$ cat src/rtl/chacha_pkg.sv
// Shared types and section geometry for the ChaCha keystream controller.
// Config byte addresses and section lengths used by the controller and its buffer.
package chacha_pkg;

    typedef enum logic [2:0] {
        ST_IDLE,
        ST_WR_KEY,
        ST_WR_NNC,
        ST_WR_CTR,
        ST_WAIT,
        ST_READ,
        ST_STREAM
    } state_t;

    localparam int KEY_LEN  = 32;
    localparam int NNC_LEN  = 8;
    localparam int CTR_LEN  = 8;
    localparam int BLK_LEN  = 64;

    localparam int KEY_BASE = 0;
    localparam int NNC_BASE = 32;
    localparam int CTR_BASE = 40;
    localparam int CFG_END  = 48;

endpackage

$ cat src/rtl/chacha_ks_buf.sv
// 64-byte keystream register file: one sequential write port, one indexed read port.
// A clear zeroes every byte so a stale block can never be streamed.
module chacha_ks_buf
    import chacha_pkg::*;
(
    input  logic       clk,
    input  logic       rst_n,
    input  logic       clr,
    input  logic       we,
    input  logic [5:0] waddr,
    input  logic [7:0] wdata,
    input  logic [5:0] raddr,
    output logic [7:0] rdata
);

    logic [7:0] mem_q [BLK_LEN];
    logic [7:0] mem_d [BLK_LEN];

    always_comb begin
        mem_d = mem_q;
        if (clr) begin
            for (int i = 0; i < BLK_LEN; i++) begin
                mem_d[i] = 8'h00;
            end
        end else if (we) begin
            mem_d[waddr] = wdata;
        end
    end

    always_ff @(posedge clk) begin
        if (!rst_n) begin
            for (int i = 0; i < BLK_LEN; i++) begin
                mem_q[i] <= 8'h00;
            end
        end else begin
            mem_q <= mem_d;
        end
    end

    assign rdata = mem_q[raddr];

endmodule

$ cat src/rtl/chacha_stream_ctrl.sv
// Controller that loads key/nonce/counter into a ChaCha core, reads 64-byte keystream
// blocks and XORs them onto a valid/ready plaintext byte stream.
module chacha_stream_ctrl
    import chacha_pkg::*;
#(
    parameter int MIN_CALC = 4
) (
    input  logic       clk,
    input  logic       rst_n,
    input  logic       cfg_we,
    input  logic [5:0] cfg_addr,
    input  logic [7:0] cfg_wdata,
    input  logic       start,
    input  logic       stop,
    output logic       busy,
    output logic       ctr_wrap,
    input  logic       pt_valid,
    output logic       pt_ready,
    input  logic [7:0] pt_data,
    output logic       ct_valid,
    input  logic       ct_ready,
    output logic [7:0] ct_data,
    output logic       core_wr_key,
    output logic       core_wr_nnc,
    output logic       core_wr_ctr,
    output logic       core_hold,
    output logic       core_rd_blk,
    output logic [7:0] core_data_in,
    input  logic [7:0] core_data_out,
    input  logic       core_blk_ready
);

    localparam logic [5:0] KEY_LAST = 6'(KEY_LEN - 1);
    localparam logic [5:0] NNC_LAST = 6'(NNC_LEN - 1);
    localparam logic [5:0] CTR_LAST = 6'(CTR_LEN - 1);
    localparam logic [5:0] BLK_LAST = 6'(BLK_LEN - 1);
    localparam logic [5:0] MIN_WAIT = 6'(MIN_CALC);

    state_t       state_q, state_d;
    logic [5:0]   cnt_q, cnt_d;
    logic [5:0]   idx_q, idx_d;
    logic [255:0] key_q, key_d;
    logic [63:0]  nnc_q, nnc_d;
    logic [63:0]  ctr_q, ctr_d;
    logic         ctr_wrap_q, ctr_wrap_d;
    logic         ct_valid_q, ct_valid_d;
    logic [7:0]   ct_data_q, ct_data_d;

    logic         ks_we, ks_clr;
    logic [7:0]   ks_rdata;
    logic         pt_fire;
    logic [4:0]   key_off;
    logic [2:0]   nnc_off, ctr_off;

    chacha_ks_buf u_ks_buf (
        .clk   (clk),
        .rst_n (rst_n),
        .clr   (ks_clr),
        .we    (ks_we),
        .waddr (cnt_q),
        .wdata (core_data_out),
        .raddr (idx_q),
        .rdata (ks_rdata)
    );

    assign key_off = 5'(cfg_addr - 6'(KEY_BASE));
    assign nnc_off = 3'(cfg_addr - 6'(NNC_BASE));
    assign ctr_off = 3'(cfg_addr - 6'(CTR_BASE));
    assign pt_fire = pt_valid && pt_ready;

    always_ff @(posedge clk) begin
        if (!rst_n) begin
            state_q    <= ST_IDLE;
            cnt_q      <= '0;
            idx_q      <= '0;
            key_q      <= '0;
            nnc_q      <= '0;
            ctr_q      <= '0;
            ctr_wrap_q <= 1'b0;
            ct_valid_q <= 1'b0;
            ct_data_q  <= '0;
        end else begin
            state_q    <= state_d;
            cnt_q      <= cnt_d;
            idx_q      <= idx_d;
            key_q      <= key_d;
            nnc_q      <= nnc_d;
            ctr_q      <= ctr_d;
            ctr_wrap_q <= ctr_wrap_d;
            ct_valid_q <= ct_valid_d;
            ct_data_q  <= ct_data_d;
        end
    end

    always_comb begin
        state_d    = state_q;
        cnt_d      = cnt_q;
        idx_d      = idx_q;
        key_d      = key_q;
        nnc_d      = nnc_q;
        ctr_d      = ctr_q;
        ctr_wrap_d = ctr_wrap_q;
        ct_valid_d = ct_valid_q;
        ct_data_d  = ct_data_q;
        ks_we      = 1'b0;
        ks_clr     = 1'b0;

        // A pending ciphertext byte drains in every state.
        if (ct_valid_q && ct_ready) begin
            ct_valid_d = 1'b0;
        end

        case (state_q)
            ST_IDLE: begin
                if (cfg_we) begin
                    if (cfg_addr < 6'(NNC_BASE)) begin
                        key_d[8*key_off +: 8] = cfg_wdata;
                    end else if (cfg_addr < 6'(CTR_BASE)) begin
                        nnc_d[8*nnc_off +: 8] = cfg_wdata;
                    end else if (cfg_addr < 6'(CFG_END)) begin
                        ctr_d[8*ctr_off +: 8] = cfg_wdata;
                    end
                end
                if (start && !stop) begin
                    state_d    = ST_WR_KEY;
                    cnt_d      = '0;
                    ctr_wrap_d = 1'b0;
                end
            end
            ST_WR_KEY: begin
                cnt_d = cnt_q + 6'd1;
                if (cnt_q == KEY_LAST) begin
                    state_d = ST_WR_NNC;
                    cnt_d   = '0;
                end
            end
            ST_WR_NNC: begin
                cnt_d = cnt_q + 6'd1;
                if (cnt_q == NNC_LAST) begin
                    state_d = ST_WR_CTR;
                    cnt_d   = '0;
                end
            end
            ST_WR_CTR: begin
                cnt_d = cnt_q + 6'd1;
                if (cnt_q == CTR_LAST) begin
                    state_d = ST_WAIT;
                    cnt_d   = '0;
                end
            end
            ST_WAIT: begin
                // cnt_q saturates at MIN_WAIT; only then is blk_ready trusted.
                if (cnt_q >= MIN_WAIT) begin
                    if (core_blk_ready) begin
                        state_d = ST_READ;
                        cnt_d   = '0;
                    end
                end else begin
                    cnt_d = cnt_q + 6'd1;
                end
            end
            ST_READ: begin
                ks_we = 1'b1;
                cnt_d = cnt_q + 6'd1;
                if (cnt_q == BLK_LAST) begin
                    state_d = ST_STREAM;
                    cnt_d   = '0;
                    idx_d   = '0;
                end
            end
            ST_STREAM: begin
                if (pt_fire) begin
                    ct_data_d  = pt_data ^ ks_rdata;
                    ct_valid_d = 1'b1;
                    idx_d      = idx_q + 6'd1;
                    if (idx_q == BLK_LAST) begin
                        ctr_d   = ctr_q + 64'd1;
                        state_d = ST_WR_CTR;
                        cnt_d   = '0;
                        idx_d   = '0;
                        if (&ctr_q) begin
                            ctr_wrap_d = 1'b1;
                        end
                    end
                end
            end
            default: begin
                state_d = ST_IDLE;
            end
        endcase

        // Abort overrides everything; the counter keeps its pre-abort value.
        if (stop && state_q != ST_IDLE) begin
            state_d    = ST_IDLE;
            cnt_d      = '0;
            idx_d      = '0;
            ctr_d      = ctr_q;
            ctr_wrap_d = ctr_wrap_q;
            ct_valid_d = 1'b0;
            ct_data_d  = ct_data_q;
            ks_we      = 1'b0;
            ks_clr     = 1'b1;
        end
    end

    always_comb begin
        busy         = (state_q != ST_IDLE);
        core_hold    = 1'b0;
        core_wr_key  = 1'b0;
        core_wr_nnc  = 1'b0;
        core_wr_ctr  = 1'b0;
        core_rd_blk  = 1'b0;
        core_data_in = '0;
        pt_ready     = 1'b0;
        case (state_q)
            ST_IDLE: begin
                core_hold = 1'b1;
            end
            ST_WR_KEY: begin
                core_wr_key  = (cnt_q == 6'd0);
                core_data_in = key_q[8*cnt_q[4:0] +: 8];
            end
            ST_WR_NNC: begin
                core_wr_nnc  = (cnt_q == 6'd0);
                core_data_in = nnc_q[8*cnt_q[2:0] +: 8];
            end
            ST_WR_CTR: begin
                core_wr_ctr  = (cnt_q == 6'd0);
                core_data_in = ctr_q[8*cnt_q[2:0] +: 8];
            end
            ST_READ: begin
                core_rd_blk = (cnt_q == 6'd0);
            end
            ST_STREAM: begin
                pt_ready = !ct_valid_q || ct_ready;
            end
            default: begin
            end
        endcase
    end

    assign ctr_wrap = ctr_wrap_q;
    assign ct_valid = ct_valid_q;
    assign ct_data  = ct_data_q;

endmodule
$ cat config.mk
export PLATFORM = sky130hd
export DESIGN_NAME = chacha_stream_ctrl
export DESIGN_NICKNAME = d
export VERILOG_FILES = /design/src/rtl/chacha_pkg.sv /design/src/rtl/chacha_ks_buf.sv /design/src/rtl/chacha_stream_ctrl.sv
export SDC_FILE = /design/constraint.sdc
export NUM_CORES = 2
export LEC_CHECK = 0
export CORE_ASPECT_RATIO = 0.8
export CORE_MARGIN = 1.5
export CORE_UTILIZATION = 55
export DETAILED_ROUTE_END_ITERATION = 12
export PLACE_DENSITY = 0.72
export SLEW_MARGIN = 25
export SYNTH_ARGS = -nofsm -noshare
export SYNTH_HDL_FRONTEND = slang
export SYNTH_SLANG_ARGS = --single-unit
$ cat constraint.sdc
create_clock -name clk -period 5.75 [get_ports clk]
set_input_delay 1.4375 -clock clk [delete_from_list [all_inputs] [get_ports clk]]
set_output_delay 1.4375 -clock clk [all_outputs]
set_load 0.01 [all_outputs]
* Yosys cells after proc, flatten, opt, wreduce, memory -nomap -nowiden
Index checks and enable logic that the tools add are counted.
** Operators by class
- Bitwise logic cells :: 6
- Reductions and logical operators :: 26
- Add/subtract/negate cells :: 8
- Muxes and demuxes :: 57
- Shift-type cells :: 9
- Equality and inequality tests :: 25
- Magnitude comparators :: 7
** Operator list (count)
- bitwise mux 512 bit :: 1
- two-way mux 64 bit :: 6
- bitwise mux 256 bit :: 1
- variable shift 8 x 34 -> 256 bit, first input constant :: 1
- variable part select 256 x 9 -> 8 bit :: 1
- variable part select 8 x 34 -> 256 bit :: 1
- bitwise mux 64 bit :: 2
- one-hot mux 64 bit (2 select lines) :: 1
- variable shift 8 x 34 -> 64 bit, first input constant :: 2
- variable part select 64 x 7 -> 8 bit :: 2
- variable part select 8 x 34 -> 64 bit :: 2
- negation 6 -> 34 bit :: 2
- two-way mux 6 bit :: 11
- adder 64 x 1 -> 64 bit, second input constant :: 1
- AND reduction 64 bit :: 1
- binary-select mux 8 bit (select 6 bit) :: 1
- demux 8 bit (select 6 bit) :: 1
- one-hot mux 6 bit (6 select lines) :: 1
- negation 8 -> 34 bit :: 1
- != test 2 bit, second input constant :: 14
- two-way mux 3 bit :: 9
- two-way mux 8 bit :: 3
- one-hot mux 8 bit (3 select lines) :: 1
- one-hot mux 3 bit (7 select lines) :: 1
- 34 further kinds :: 71
** Storage, ports and cells
- Input bits :: 38
- Output and inout bits :: 25
- Register bits after elaboration :: 921
- Logic and storage cells :: 211

* Longest topological paths before layout
- Word-level depth :: 9
- Depth in mapped cells :: 13
- Mapped depth without buffers :: 10

* By module
From an unflattened synthesis, not the netlist that was laid out.
** Unflattened totals
- Cell total of the unflattened synthesis :: 5223
- Area, all modules :: 44416.3 µm²
** Modules (own cells, without submodules)
- chacha_ks_buf :: cells each 2549, sequential area each 10249.8 µm², area an instance 22965.8 µm², instances 1
- chacha_stream_ctrl :: cells each 2674, sequential area each 8187.9 µm², area an instance 21450.6 µm², instances 1

* Least setup slack after synthesis
OpenSTA, ideal clock, no wires.
- Kind :: input-to-reg
- Start point :: input cfg_addr[0]
- End point :: register key_q[192]
- Buffers on the path :: 3
- Stages :: 12
- Setup time :: 0.118 ns
- Data arrival time :: 4.286 ns
- Data required time :: 5.632 ns
- Setup slack :: 1.346 ns
- Cell sequence :: clkbuf_1 inv_1 clkbuf_1 ha_1 nor3b_1 ha_1 nor4b_1 and2_1 buf_2 nand3_1 mux2i_1 nor2b_1
** On the way
- Cells in the longest elaborated chain, start to end :: 3
- Elaborated cells on any way between the ends :: 6
- Classes of those cells :: 1 x add/sub; 1 x order compare; 2 x shift; 1 x mux; 1 x reduce/logical
** RTL lines
- start, declared :: RTL line chacha_stream_ctrl.sv:11 : input logic [5:0] cfg_addr,
- negation 8 -> 34 bit :: RTL line chacha_stream_ctrl.sv:117 : key_d[8*key_off +: 8] = cfg_wdata;
- variable part select 8 x 34 -> 256 bit or variable shift 8 x 34 -> 256 bit (tied branches) :: RTL line chacha_stream_ctrl.sv:117
- bitwise mux 256 bit :: RTL line chacha_stream_ctrl.sv:117
- end signal, assigned :: RTL line chacha_stream_ctrl.sv:86 : key_q <= key_d;
- end, declared :: RTL line chacha_stream_ctrl.sv:42 : logic [255:0] key_q, key_d;
Parallel ways exist; a longest one is shown, timed or not.
A chain may end at the register's enable or synchronous reset.

* Worst setup path in the final report
- Start point :: register cnt_q[2]
- End point :: output core_data_in[5]
** On the way
- Cells in the longest elaborated chain, start to end :: 2
- Elaborated cells on any way between the ends :: 4
- Classes of those cells :: 3 x shift; 1 x mux
** RTL lines
- start, declared :: RTL line chacha_stream_ctrl.sv:40 : logic [5:0] cnt_q, cnt_d;
- start signal, assigned :: RTL line chacha_stream_ctrl.sv:84 : cnt_q <= cnt_d;
- variable part select 256 x 9 -> 8 bit (tied with other cells) :: RTL line chacha_stream_ctrl.sv:221 : core_data_in = key_q[8*cnt_q[4:0] +: 8];
- one-hot mux 8 bit (3 select lines) (*) :: RTL line chacha_stream_ctrl.sv:215 : case (state_q)
- end, declared :: RTL line chacha_stream_ctrl.sv:28 : output logic [7:0] core_data_in,
Every way passes the cells marked *; elsewhere a longest branch is shown, timed or not.

==> key figures <==
Timing
  – Final Critical Period: around 5.6 ns
  – Final Hold Viols: 0
  – Final setup violating endpoints: 0
  – Slew margin rel.: 28.99%
  – Fmax: roughly 180 MHz
  – Worst Max-Slew Pin Slew: 1.061 ns
  – Slew Viols, Final: 0
  – RSZ-0062 raised after global routing: no
  – Fin Setup TNS: 0 ns
  – Post-Route Skew: 0.01919 ns
  – Final period utilization: about 98%

Global route
  – Global routing usage on met2: between 50% and 60%
  – Number of global-route vias before repair: approximately 37000
  – Gr usage total: between 30 and 40%
  – Total gr overflow: 0
  – GR peak layer: met1
  – Global routing usage on met3: 12.04%
  – Largest net degree at the start of global routing: around 140
  – Number of antenna violations at the first check in global routing: 4
  – First-pass GRT wire length: around 240 mm
  – Routing usage on met1: approximately 55%

Worst hold path
  – Worst min path class: flip-flop to flip-flop
  – Worst hold path cell count: 2

Detailed routing
  – DRC viols: 0
  – WL final: around 160 mm
  – Via/cell ratio: 6.592
  – DRT iter0 DRCs: between 6000 and 7000
  – Routed via count: roughly 41000
  – Drt pass-1 iters: 8
  – DR WL/cell: about 25 um
  – Routed Antenna Nets: 0

Clocking
  – Max Buffers Root-to-Sink: 3
  – CTS tree: built
  – Post-CTS Setup Repair Bufs: 0
  – CTS Hold Bufs: 0
  – Worst-path clk slew: 0.06 ns
  – Root buffer cell: clkbuf_16
  – Htree depth: 3
  – CTS Buf Count: 94
  – CTS-repair resized insts: 1
  – Worst-Skew Late Latency: 0.68 ns
  – Clk sink count: 921

Worst setup path
  – WP data required: about 4.3 ns
  – Worst-path cell chain: nor2b_1 > buf_4 > a22oi_1 > o221ai_1 > o22ai_1 > and2_1 > o31ai_1 > clkdlybuf4s50_1
  – Crit end category: output pin
  – Reg2Reg Depth: 8
  – Worst-path fanout max: 35
  – Slowest-stage cell, CP: dfxtp_4
  – Critical path class: flip-flop to output pin
  – CP peak stage delay: about 0.71 ns
  – Critical path launch point type: flip-flop
  – Critical Path AT: 4.19 ns

Synth
  – Warnings from Yosys: 0
  – Syn_nets: 5309
  – Yosys top cell by area: dfxtp_1
  – Avg Inst Size Synth: roughly 8.5 um^2
  – Mapped cell area: 44910 um^2
  – Largest cells by area after synthesis: dfxtp_1 41%, mux2i_1 10%, a21oi_1 6.4%, nand2_1 5.6%, mux4_2 5.1%
  – Ys flop type: dfxtp_1
  – Synth top area share: 41.05%
  – Post-synthesis register bit count: 921
  – Synth Instances: between 5000 and 6000
  – Async SR Flop Fraction: 0%
  – Number of synthesized flops with an enable pin: 0
  – Netlist cell types: 85
  – Sequential-to-total area share from yosys stat: a little over 40%

Power and ir drop
  – Power Density: about 290 nW/um^2
  – Total power: 14.35 mW
  – Peak supply drop: around 0.20 mV
  – Leakage power total: between 15 and 20 nW

Layout
  – NumNets Final: between 5000 and 6000
  – Share of layout cells above drive strength 1: between 10% and 20%
  – Cell area after layout: 49430 um^2
  – Synth-to-Final Area Change: 10.07%

Die
  – Top-level port count: 63
  – Die Area: 83390 um^2
  – Row cnt: 93
  – Starting Density: between 50% and 60%
  – Core area: ~81000 um^2
  – Die height: ~260 um
  – Die width: about 320 um

Placed design
  – Gpl congestion: roughly 1.0
  – IO Port Bufs: 62
  – Placed inst area: about 46000 um^2
  – HPWL Detailed: roughly 100 mm

Run status
  – Status: completed

Job
  – Max-Cap Viols: 0
[where the power goes]
part,switching [mW],internal [mW],total (mW),leakage (nW)
sequential,0.0984,6.39,6.49,7.42
combinational,1.07,0.378,1.45,7.58
clock,2.71,3.70,6.41,1.57
[path summary, 6_finish.rpt]
check | startpoint | to | slack [ns]
max reg2reg | idx_q[1] | ctr_q[0] | 1.49
max | cnt_q[2] | core_data_in[5] | 0.12
min | u_ks_buf.mem_q[488] | u_ks_buf.mem_q[488] | 0.45
min reg2reg | u_ks_buf.mem_q[488] | u_ks_buf.mem_q[488] | 0.45
[per-layer routing]
metal,vias up,part of all wire [%],routed length [um]
li1,18360,-,-
met1,19970,43,67800
met2,2536,40,63900
met3,330,14,22360
met4,0,3.0,4724
met5,-,0,0
[cell families after synthesis]
logic type               after synthesis  synth area share, %
adder cells (fa/ha/maj)               10               0.2786
AO/OA/AOI/OAI                       1119                14.97
multiplexers                         649                17.53
flip-flops                           921                41.05
AND/OR/NAND/NOR                     2068                21.84
XOR/XNOR                              10               0.1950
buffers and inverters                484                4.131
[registers in the layout, indices dropped and copies added, names as in the netlist]
register / flops
idx_q: 6
ctr_wrap: 1
ct_data: 8
key_q: 256
cnt_q: 6
u_ks_buf.mem_q: 512
nnc_q: 64
ct_valid: 1
state_q: 3
ctr_q: 64
[area by class of cell]
cell class / count / area (um^2)
timing repair buffer: 178 / 1573
antenna: 2 / 5.005
sequential: 921 / 18460
clock inverter: 37 / 421.7
multi-input combinational: 3856 / 24740
clock buffer: 135 / 2760
inverter: 29 / 108.9
fill: 7060 / 31210
tap: 1092 / 1366
[metrics by stage]
step           std cells  hold slack (ns)  util [%]  setup WS (ns)
2_1_floorplan       5261           0.4285         -          1.346
3_3_place_gp        6076           0.4361     57.29         0.5200
3_5_place_dp        6076           0.4439     57.31         0.5526
4_1_cts             6248           0.4523     61.25        0.03667
5_1_grt             6248           0.4687     61.30         0.1101
6_report            6250           0.4514     61.30         0.1250
[cell usage after synthesis, drive strengths merged, types with 10 or more instances]
cell type and n:
o311a 12, o31ai 18, o21a 24, o22ai 17
a22oi 34, nand4 24, clkbuf 390, dfxtp 921
a21boi 26, mux4 102, or3 15, nor2 418
a21oi 575, o21ai 198, o211ai 15, nand2 675
buf 65, a222oi 10, nor3 62, nand3 408
and2 30, mux2i 471, o31a 19, a31oi 18
and4 14, a211oi 12, nor4 39, and3 40
nand2b 15, a221oi 55, ha 10, mux2 76
o2bb2ai 12, nor2b 274, inv 25
[placed cells by master, fill, tap and decap left out, types with 101 or more instances in the layout]
cell	instances
nand2_1	673
mux4_2	101
nor2_1	411
dfxtp_1	915
buf_4	109
mux2i_1	471
a21oi_1	575
nor2b_1	271
o21ai_0	197
nand3_1	407
[critical path: cells and delay by family, from the launching register on]
family / cells / cell delay [ns]
buf+inv: 2 / 0.97
compound gates: 4 / 0.97
simple gates: 2 / 0.81
flops: 1 / 0.71
No activity file was read; power rests on OpenSTA's default activity.
